<file path="config.mk">
export PLATFORM = sky130hd
export DESIGN_NAME = vga_sync_generator
export DESIGN_NICKNAME = d
export VERILOG_FILES = /design/src/rtl/vga_sync_generator.sv
export SDC_FILE = /design/constraint.sdc
export NUM_CORES = 1
export LEC_CHECK = 0
export CORE_ASPECT_RATIO = 0.75
export CORE_MARGIN = 4
export CORE_UTILIZATION = 45
export DETAILED_ROUTE_END_ITERATION = 6
export GPL_ROUTABILITY_DRIVEN = 0
export PLACE_DENSITY = 0.63
export SYNTH_ARGS = -nofsm -noshare
export SYNTH_HDL_FRONTEND = slang
export SYNTH_SLANG_ARGS = --single-unit
</file>
<file path="constraint.sdc">
create_clock -name i_Clk -period 2.8 [get_ports i_Clk]
set_clock_uncertainty 0.15 [all_clocks]
set_input_delay 0.42 -clock i_Clk [delete_from_list [all_inputs] [get_ports i_Clk]]
set_output_delay 0.42 -clock i_Clk [all_outputs]
set_load 0.01 [all_outputs]
</file>
<file path="src/rtl/vga_sync_generator.sv">
// VGA raster timing: h/v phase counters with registered sync, video and
// coordinate outputs for the downstream pixel logic.

module vga_phase_fsm #(
  parameter int VIS   = 640,
  parameter int FRONT = 16,
  parameter int SYNC  = 96,
  parameter int BACK  = 48
) (
  input  logic       clk,
  input  logic       rst,
  input  logic       step,
  output logic [9:0] count,
  output logic       in_visible,
  output logic       in_sync,
  output logic       wrap
);

  typedef enum logic [1:0] {
    PH_VISIBLE,
    PH_FRONT,
    PH_SYNC,
    PH_BACK
  } phase_t;

  localparam int TOTAL = VIS + FRONT + SYNC + BACK;
  localparam logic [10:0] END_VIS   = 11'(VIS);
  localparam logic [10:0] END_FRONT = 11'(VIS + FRONT);
  localparam logic [10:0] END_SYNC  = 11'(VIS + FRONT + SYNC);
  localparam logic [10:0] LAST      = 11'(TOTAL - 1);

  phase_t     state;
  phase_t     state_n;
  logic [9:0] count_n;

  // First phase of non-zero width at or after p; zero-width phases are skipped.
  function automatic phase_t first_from(phase_t p);
    phase_t r;
    r = PH_VISIBLE;
    unique case (p)
      PH_VISIBLE: begin
        if (VIS != 0)        r = PH_VISIBLE;
        else if (FRONT != 0) r = PH_FRONT;
        else if (SYNC != 0)  r = PH_SYNC;
        else                 r = PH_BACK;
      end
      PH_FRONT: begin
        if (FRONT != 0)      r = PH_FRONT;
        else if (SYNC != 0)  r = PH_SYNC;
        else if (BACK != 0)  r = PH_BACK;
        else                 r = PH_VISIBLE;
      end
      PH_SYNC: begin
        if (SYNC != 0)       r = PH_SYNC;
        else if (BACK != 0)  r = PH_BACK;
        else                 r = PH_VISIBLE;
      end
      PH_BACK: r = PH_BACK;
    endcase
    return r;
  endfunction

  always_ff @(posedge clk) begin
    if (rst) begin
      count <= '0;
      state <= first_from(PH_VISIBLE);
    end else begin
      count <= count_n;
      state <= state_n;
    end
  end

  always_comb begin
    wrap    = step && (11'(count) == LAST);
    count_n = count;
    state_n = state;
    if (step) begin
      if (wrap) begin
        count_n = '0;
        state_n = first_from(PH_VISIBLE);
      end else begin
        count_n = count + 10'd1;
        unique case (state)
          PH_VISIBLE:
            if (11'(count_n) == END_VIS)
              state_n = first_from(PH_FRONT);
          PH_FRONT:
            if (11'(count_n) == END_FRONT)
              state_n = first_from(PH_SYNC);
          PH_SYNC:
            if (11'(count_n) == END_SYNC)
              state_n = PH_BACK;
          PH_BACK:
            state_n = PH_BACK;
        endcase
      end
    end
  end

  assign in_visible = (state == PH_VISIBLE);
  assign in_sync    = (state == PH_SYNC);

endmodule

module vga_sync_generator #(
  parameter int   H_VISIBLE  = 640,
  parameter int   H_FRONT    = 16,
  parameter int   H_SYNC     = 96,
  parameter int   H_BACK     = 48,
  parameter int   V_VISIBLE  = 480,
  parameter int   V_FRONT    = 10,
  parameter int   V_SYNC     = 2,
  parameter int   V_BACK     = 33,
  parameter logic H_SYNC_POL = 1'b0,
  parameter logic V_SYNC_POL = 1'b0
) (
  input  logic       i_Clk,
  input  logic       i_Reset,
  output logic       o_HSync,
  output logic       o_VSync,
  output logic       o_Video_On,
  output logic [9:0] o_X,
  output logic [9:0] o_Y,
  output logic       o_Line_Start,
  output logic       o_Frame_Start,
  output logic [7:0] o_Frame_Count
);

  logic [9:0] h_count;
  logic [9:0] v_count;
  logic       h_vis;
  logic       h_sync;
  logic       h_wrap;
  logic       v_vis;
  logic       v_sync;
  logic       v_wrap;
  logic [7:0] frame_cnt;

  vga_phase_fsm #(
    .VIS   (H_VISIBLE),
    .FRONT (H_FRONT),
    .SYNC  (H_SYNC),
    .BACK  (H_BACK)
  ) h_fsm (
    .clk        (i_Clk),
    .rst        (i_Reset),
    .step       (1'b1),
    .count      (h_count),
    .in_visible (h_vis),
    .in_sync    (h_sync),
    .wrap       (h_wrap)
  );

  vga_phase_fsm #(
    .VIS   (V_VISIBLE),
    .FRONT (V_FRONT),
    .SYNC  (V_SYNC),
    .BACK  (V_BACK)
  ) v_fsm (
    .clk        (i_Clk),
    .rst        (i_Reset),
    .step       (h_wrap),
    .count      (v_count),
    .in_visible (v_vis),
    .in_sync    (v_sync),
    .wrap       (v_wrap)
  );

  // Bumped on the wrap edge so the register shows it alongside Frame_Start.
  always_ff @(posedge i_Clk) begin
    if (i_Reset) begin
      frame_cnt <= '0;
    end else if (v_wrap) begin
      frame_cnt <= frame_cnt + 8'd1;
    end
  end

  always_ff @(posedge i_Clk) begin
    if (i_Reset) begin
      o_HSync       <= ~H_SYNC_POL;
      o_VSync       <= ~V_SYNC_POL;
      o_Video_On    <= 1'b0;
      o_X           <= '0;
      o_Y           <= '0;
      o_Line_Start  <= 1'b0;
      o_Frame_Start <= 1'b0;
      o_Frame_Count <= '0;
    end else begin
      o_HSync       <= h_sync ? H_SYNC_POL : ~H_SYNC_POL;
      o_VSync       <= v_sync ? V_SYNC_POL : ~V_SYNC_POL;
      o_Video_On    <= h_vis && v_vis;
      o_X           <= h_count;
      o_Y           <= v_count;
      o_Line_Start  <= (h_count == 10'd0);
      o_Frame_Start <= (h_count == 10'd0) && (v_count == 10'd0);
      o_Frame_Count <= frame_cnt;
    end
  end

endmodule

</file>
==> metrics.yaml, run 1 <==
cts_max_level: 3
synth_fa_ha_area_share_pct: 3.530
relSlewSlack_pct: 57.53
cp_max_fo: 15
highest_layer: "met4"
hpwl_um: 3913
stdcell_count: 428
track_usage_pct: 15.83
drt-total-wl_um: 5656
hold_viol: 0
antenna_found_initial: 0
cts-buffers-inserted: 9
outcome: "complete, no violations"
cts_buffer_depth: 2
cts_setup_buffers: 0
holdCritPathClass: "register to register"
vias: 2205
rows: 24
rsz0062_at_grt: "false"
fin_crit_sh_pct: 87.03
total_leakage_power_nw: 1.244
crit_buf_inv: 0
max_freq_ghz: 0.4104
die_x_um: 99.66
drc_errors: 0
synthTopCellsByCount: "65 x dfxtp_1, 34 x nor2_1, 26 x nor2b_1, 24 x nand2_1, 17 x nand3_1"
grt_pass1_vias: 2006
drt.antenna.violating_nets: 0
end_kind: "register"
clk_pin_slew_ps: 70
fillers: 559
cts-root-buf: "clkbuf_8"
setup_tns_ps: 0
wl_met2_um: 2202
start_util_pct: 47.69
synth-async-reset-ratio_pct: 0
drtPass1Iterations: 4
postLayoutSetupSlackWorst_ps: 363.2
dieArea_um2: 7648
syn2layout_area_growth_pct: 19.90
synth-compound-area-share_pct: 10.99
final_max_slew_viol_count: 0
ys_seq_area_share_pct: 45.90
cap_violations: 0
grt_pass1_wl_um: 9604
pin_count: 35
start_kind: "register"
critical_path_arrival_ps: 2530
synth_cells: 317
core_um2: 5946
place_inst: 412
crit_family: "simple AND/OR/NAND/NOR gates"
synth_simple_gate_area_share_pct: 28.51
fin_area_um2: 3400
critPathSlowestCell: "or3_1"
crit_type: "register to register"
cts_tree: "done"
ir_drop_mv: 0.3270
power_mw: 1.785
n_antenna_cell: 0
initialDrtViolationCount: 114
io_buffers: 34
synth_top_family_by_area: "simple AND/OR/NAND/NOR gates"
placement.cell_area_um2: 3203
syn_nets: 327
yosysMostFrequentCell: "dfxtp_1"
max_stage_delay_ps: 660
cts-resized-gates: 0
num-nets-final: 355
yosys-mux-area-fraction_pct: 0.3530
drive_above_1_share_pct: 8.571
synth_edf_count: 0
synth_xor_area_share_pct: 5.560
globalRouteOverflowTotal: 0
ys_ff_latch: 65
die_h_um: 76.74
yosysTopAreaCellShare_pct: 45.90
dr_wl_met3_um: 441
setup_violations: 0
netlist_area_um2: 2835
grt_max_degree: 47
wire_per_inst_um: 13.21
cts_hold_buffers: 0
dp_slack_ps: 384.3
ys_types: 51
wirelength_met1_um: 2942
fin_crit_ps: 2437
via_per_inst: 5.152
netlist.top_cell.by_area: "dfxtp_1"
clock_latency_ps: 340
cp_data_required_time_ps: 2900
power_density_nw_per_um2: 525.1
path_cells: "ha_1 -> and3_1 -> nand3_2 -> or3_1 -> a31oi_1 -> o21ai_1 -> o41ai_2"
clock_sinks: 65
ys.flop_type: "dfxtp_1"
syn_area_per_cell_um2: 8.944
yosys_warnings: 0
worst_pin_slew_ps: 637.0
yosys-top-cells-area: "dfxtp_1 46%, nor2b_1 5.7%, nor2_1 4.5%"
-- report_power, final --
part           switching (mW)  internal [mW]  leakage, nW
logic                  0.0322         0.0267        0.624
registers             0.00814          0.934        0.525
clock network           0.352          0.432       0.0953
-- registers in the layout, summed over array words and instances, names as in the netlist, 2 cells and up --
name / cells
h_fsm.count: 10
o_X: 10
o_Y: 10
v_fsm.count: 10
frame_cnt: 8
o_Frame_Count: 8
h_fsm.state: 2
v_fsm.state: 2
-- placed cells by master, fill, tap and decap left out, types with 3 or more instances in the layout --
| cell type | synthesis | layout |
|---|---|---|
| a21oi_1 | 11 | 11 |
| a31oi_1 | 5 | 5 |
| and2_1 | 4 | 4 |
| and3_1 | 10 | 10 |
| buf_4 | 3 | 3 |
| clkbuf_8 | 0 | 10 |
| clkdlybuf4s50_1 | 0 | 34 |
| dfxtp_1 | 65 | 65 |
| ha_1 | 8 | 8 |
| inv_1 | 8 | 8 |
| nand2_1 | 24 | 24 |
| nand2b_1 | 4 | 4 |
| nand3_1 | 17 | 17 |
| nand4_1 | 6 | 6 |
| nor2_1 | 34 | 34 |
| nor2b_1 | 26 | 26 |
| nor3_1 | 5 | 5 |
| o21ai_1 | 9 | 9 |
| o22ai_1 | 3 | 3 |
| o31ai_1 | 3 | 3 |
| o31ai_2 | 3 | 3 |
| xnor2_1 | 8 | 8 |
| xor2_1 | 10 | 10 |
-- per-stage QoR --
stage | utilization, % | hold slack [ps]
after global placement | 53.87 | 294.1
after floorplan | - | 256.6
after CTS | 57.18 | 318.6
after global routing | 57.18 | 342.5
after detailed placement | 53.87 | 300.5
final | 57.18 | 307.9
-- worst paths after layout --
| path | start | end | slack [ps] | cells past startpoint |
|---|---|---|---|---|
| worst max-delay path | h_fsm.count[0] | v_fsm.count[7] | 360 | 7 |
| worst min-delay path | v_fsm.state[1] | o_VSync | 310 | 1 |
| worst max register to register | h_fsm.count[0] | v_fsm.count[7] | 360 | 7 |
| worst min register to register | v_fsm.state[1] | o_VSync | 310 | 1 |
-- area by class of cell --
class / count / area, µm² / area share [%]
clock inverter: 5 / 55.05 / 1.619
multi-input combinational: 222 / 1388 / 40.82
timing repair buffer: 38 / 382.9 / 11.26
clock buffer: 11 / 141.4 / 4.159
inverter: 9 / 33.78 / 0.9937
tap: 78 / 97.59 / 2.871
sequential: 65 / 1301 / 38.28
-- per-layer routing --
metal	GRT usage (%)	up-vias
li1	-	1140
met1	22.46	1001
met2	21.31	55
met3	6.800	9
met4	5.184	0
met5	0	-
-- cells by family (layout without fill, tap and decap cells) --
group / count (synthesis) / count (layout)
adder cells (fa/ha/maj): 8 / 8
multiplexers: 1 / 1
XOR/XNOR: 18 / 18
flip-flops: 65 / 65
buffers and inverters: 30 / 63
AO/OA/AOI/OAI: 46 / 46
AND/OR/NAND/NOR: 149 / 149
Power figures use the tool's default switching activity.
==> run 2: changes to the inputs <==
Settings changed: SLEW_MARGIN set to 40, TNS_END_PERCENT set to 5.
==> results of run 2 <==
No change in the layout: final DEF, timing and power equal those of run 1.
==> run 3: changes to the inputs <==
Settings changed: GPL_TIMING_DRIVEN set to 0.
==> run 3 against run 2 <==
Sequential power about the same. Worst setup slack worse by 40 ps. Routed wire length up 8.5%. Global-route usage up 1.5 points. Core utilization up 1.7 points. Power up 7.1%. Clock power up 16%. Flip-flop and latch count unchanged. Highest routed layer unchanged.
==> metrics.yaml, run 3 (synthesis results as in run 1) <==
antenna_found_initial: 0
grt_pass1_vias: 2085
ir_drop_mv: 0.4806
globalRouteOverflowTotal: 0
hpwl_um: 4360
stdcell_count: 445
die_h_um: 76.74
setup_tns_ps: 0
clk_pin_slew_ps: 70
drt.antenna.violating_nets: 0
rows: 24
initialDrtViolationCount: 139
rsz0062_at_grt: "false"
final-seq-area_um2: 1301
die_x_um: 99.66
track_usage_pct: 17.33
fin_crit_sh_pct: 88.45
num-nets-final: 372
drtPass1Iterations: 4
cts_tree: "done"
drt-total-wl_um: 6139
cts_max_level: 3
power_density_nw_per_um2: 546.0
setup_violations: 0
cts_buffer_depth: 2
n_antenna_cell: 0
cts-buffers-inserted: 9
worst_pin_slew_ps: 571.3
final_max_slew_viol_count: 0
start_kind: "register"
pin_count: 35
holdCritPathClass: "register to register"
place_inst: 429
drc_errors: 0
cts_hold_buffers: 0
core_um2: 5946
relSlewSlack_pct: 61.38
fillers: 529
max_freq_ghz: 0.4038
hold_viol: 0
cts-resized-gates: 0
critical_path_arrival_ps: 2590
grt_pass1_wl_um: 10370
crit_type: "register to register"
total_leakage_power_nw: 1.307
cts_setup_buffers: 0
clock_sinks: 65
drive_above_1_share_pct: 10.35
cp_max_fo: 10
wire_per_inst_um: 13.80
final_cell_mix: "65 x dfxtp_1, 34 x nor2_1, 34 x clkdlybuf4s50_1"
layout_commonest_cell: "dfxtp_1"
end_kind: "register"
cp_data_required_time_ps: 2920
vias: 2300
fin_crit_ps: 2477
io_buffers: 34
via_per_inst: 5.169
clock_latency_ps: 350
start_util_pct: 47.69
outcome: "complete, no violations"
grt_max_degree: 13
syn2layout_area_growth_pct: 23.48
dieArea_um2: 7648
cts-root-buf: "clkbuf_8"
cap_violations: 0
multi_input_area_um2: 1388
[run 3: report_power, final]
part	internal, mW	switching, mW	leakage (nW)
Combinational	0.0259	0.0366	0.669
Sequential	0.934	0.00688	0.525
Clock	0.528	0.380	0.113
[run 3: area by class of cell]
cell class,count,area share [%]
multi-input combinational,222,39.64
tap,78,2.788
sequential,65,37.17
buffer,21,3.217
timing repair buffer,34,9.721
clock buffer,10,3.931
inverter,9,0.9650
clock inverter,6,2.573
[run 3: final timing paths]
kind                   from              to  slack (ps)  cells past startpoint
max          v_fsm.count[0]  v_fsm.state[0]         320                      8
min          v_fsm.state[1]         o_VSync         310                      1
max reg2reg  v_fsm.count[0]  v_fsm.state[0]         320                      8
min reg2reg  v_fsm.state[1]         o_VSync         310                      1
[run 3: critical path, cell delays in order (launching register included)]
cell	delay [ps]
dfxtp_1	490
ha_1	220
clkbuf_1	340
nand2_1	100
o31ai_1	260
a2bb2oi_1	130
nor4b_2	370
a21oi_1	130
nor4_2	200
[run 3: per-stage QoR]
stage	instance area, µm²	hold slack, ps	power (mW)	setup WS (ps)	util, %
2_1_floorplan	2835	256.6	0.9967	654.2	-
3_3_place_gp	3273	292.5	1.025	232.2	55.05
3_5_place_dp	3273	289.8	1.025	226.2	55.05
4_1_cts	3501	312.3	1.936	357.5	58.88
5_1_grt	3501	350.1	1.985	103.2	58.88
6_report	3501	311.7	1.911	323.4	58.88
[run 3: routing by layer]
metal / vias up / part of all wire [%] / track usage (%) / wire [µm]
li1: 1171 / - / - / -
met1: 1059 / 50 / 25.22 / 3072
met2: 58 / 42 / 23.19 / 2549
met3: 12 / 6.5 / 5.893 / 400
met4: 0 / 1.9 / 6.685 / 116
met5: - / 0 / 0 / 0
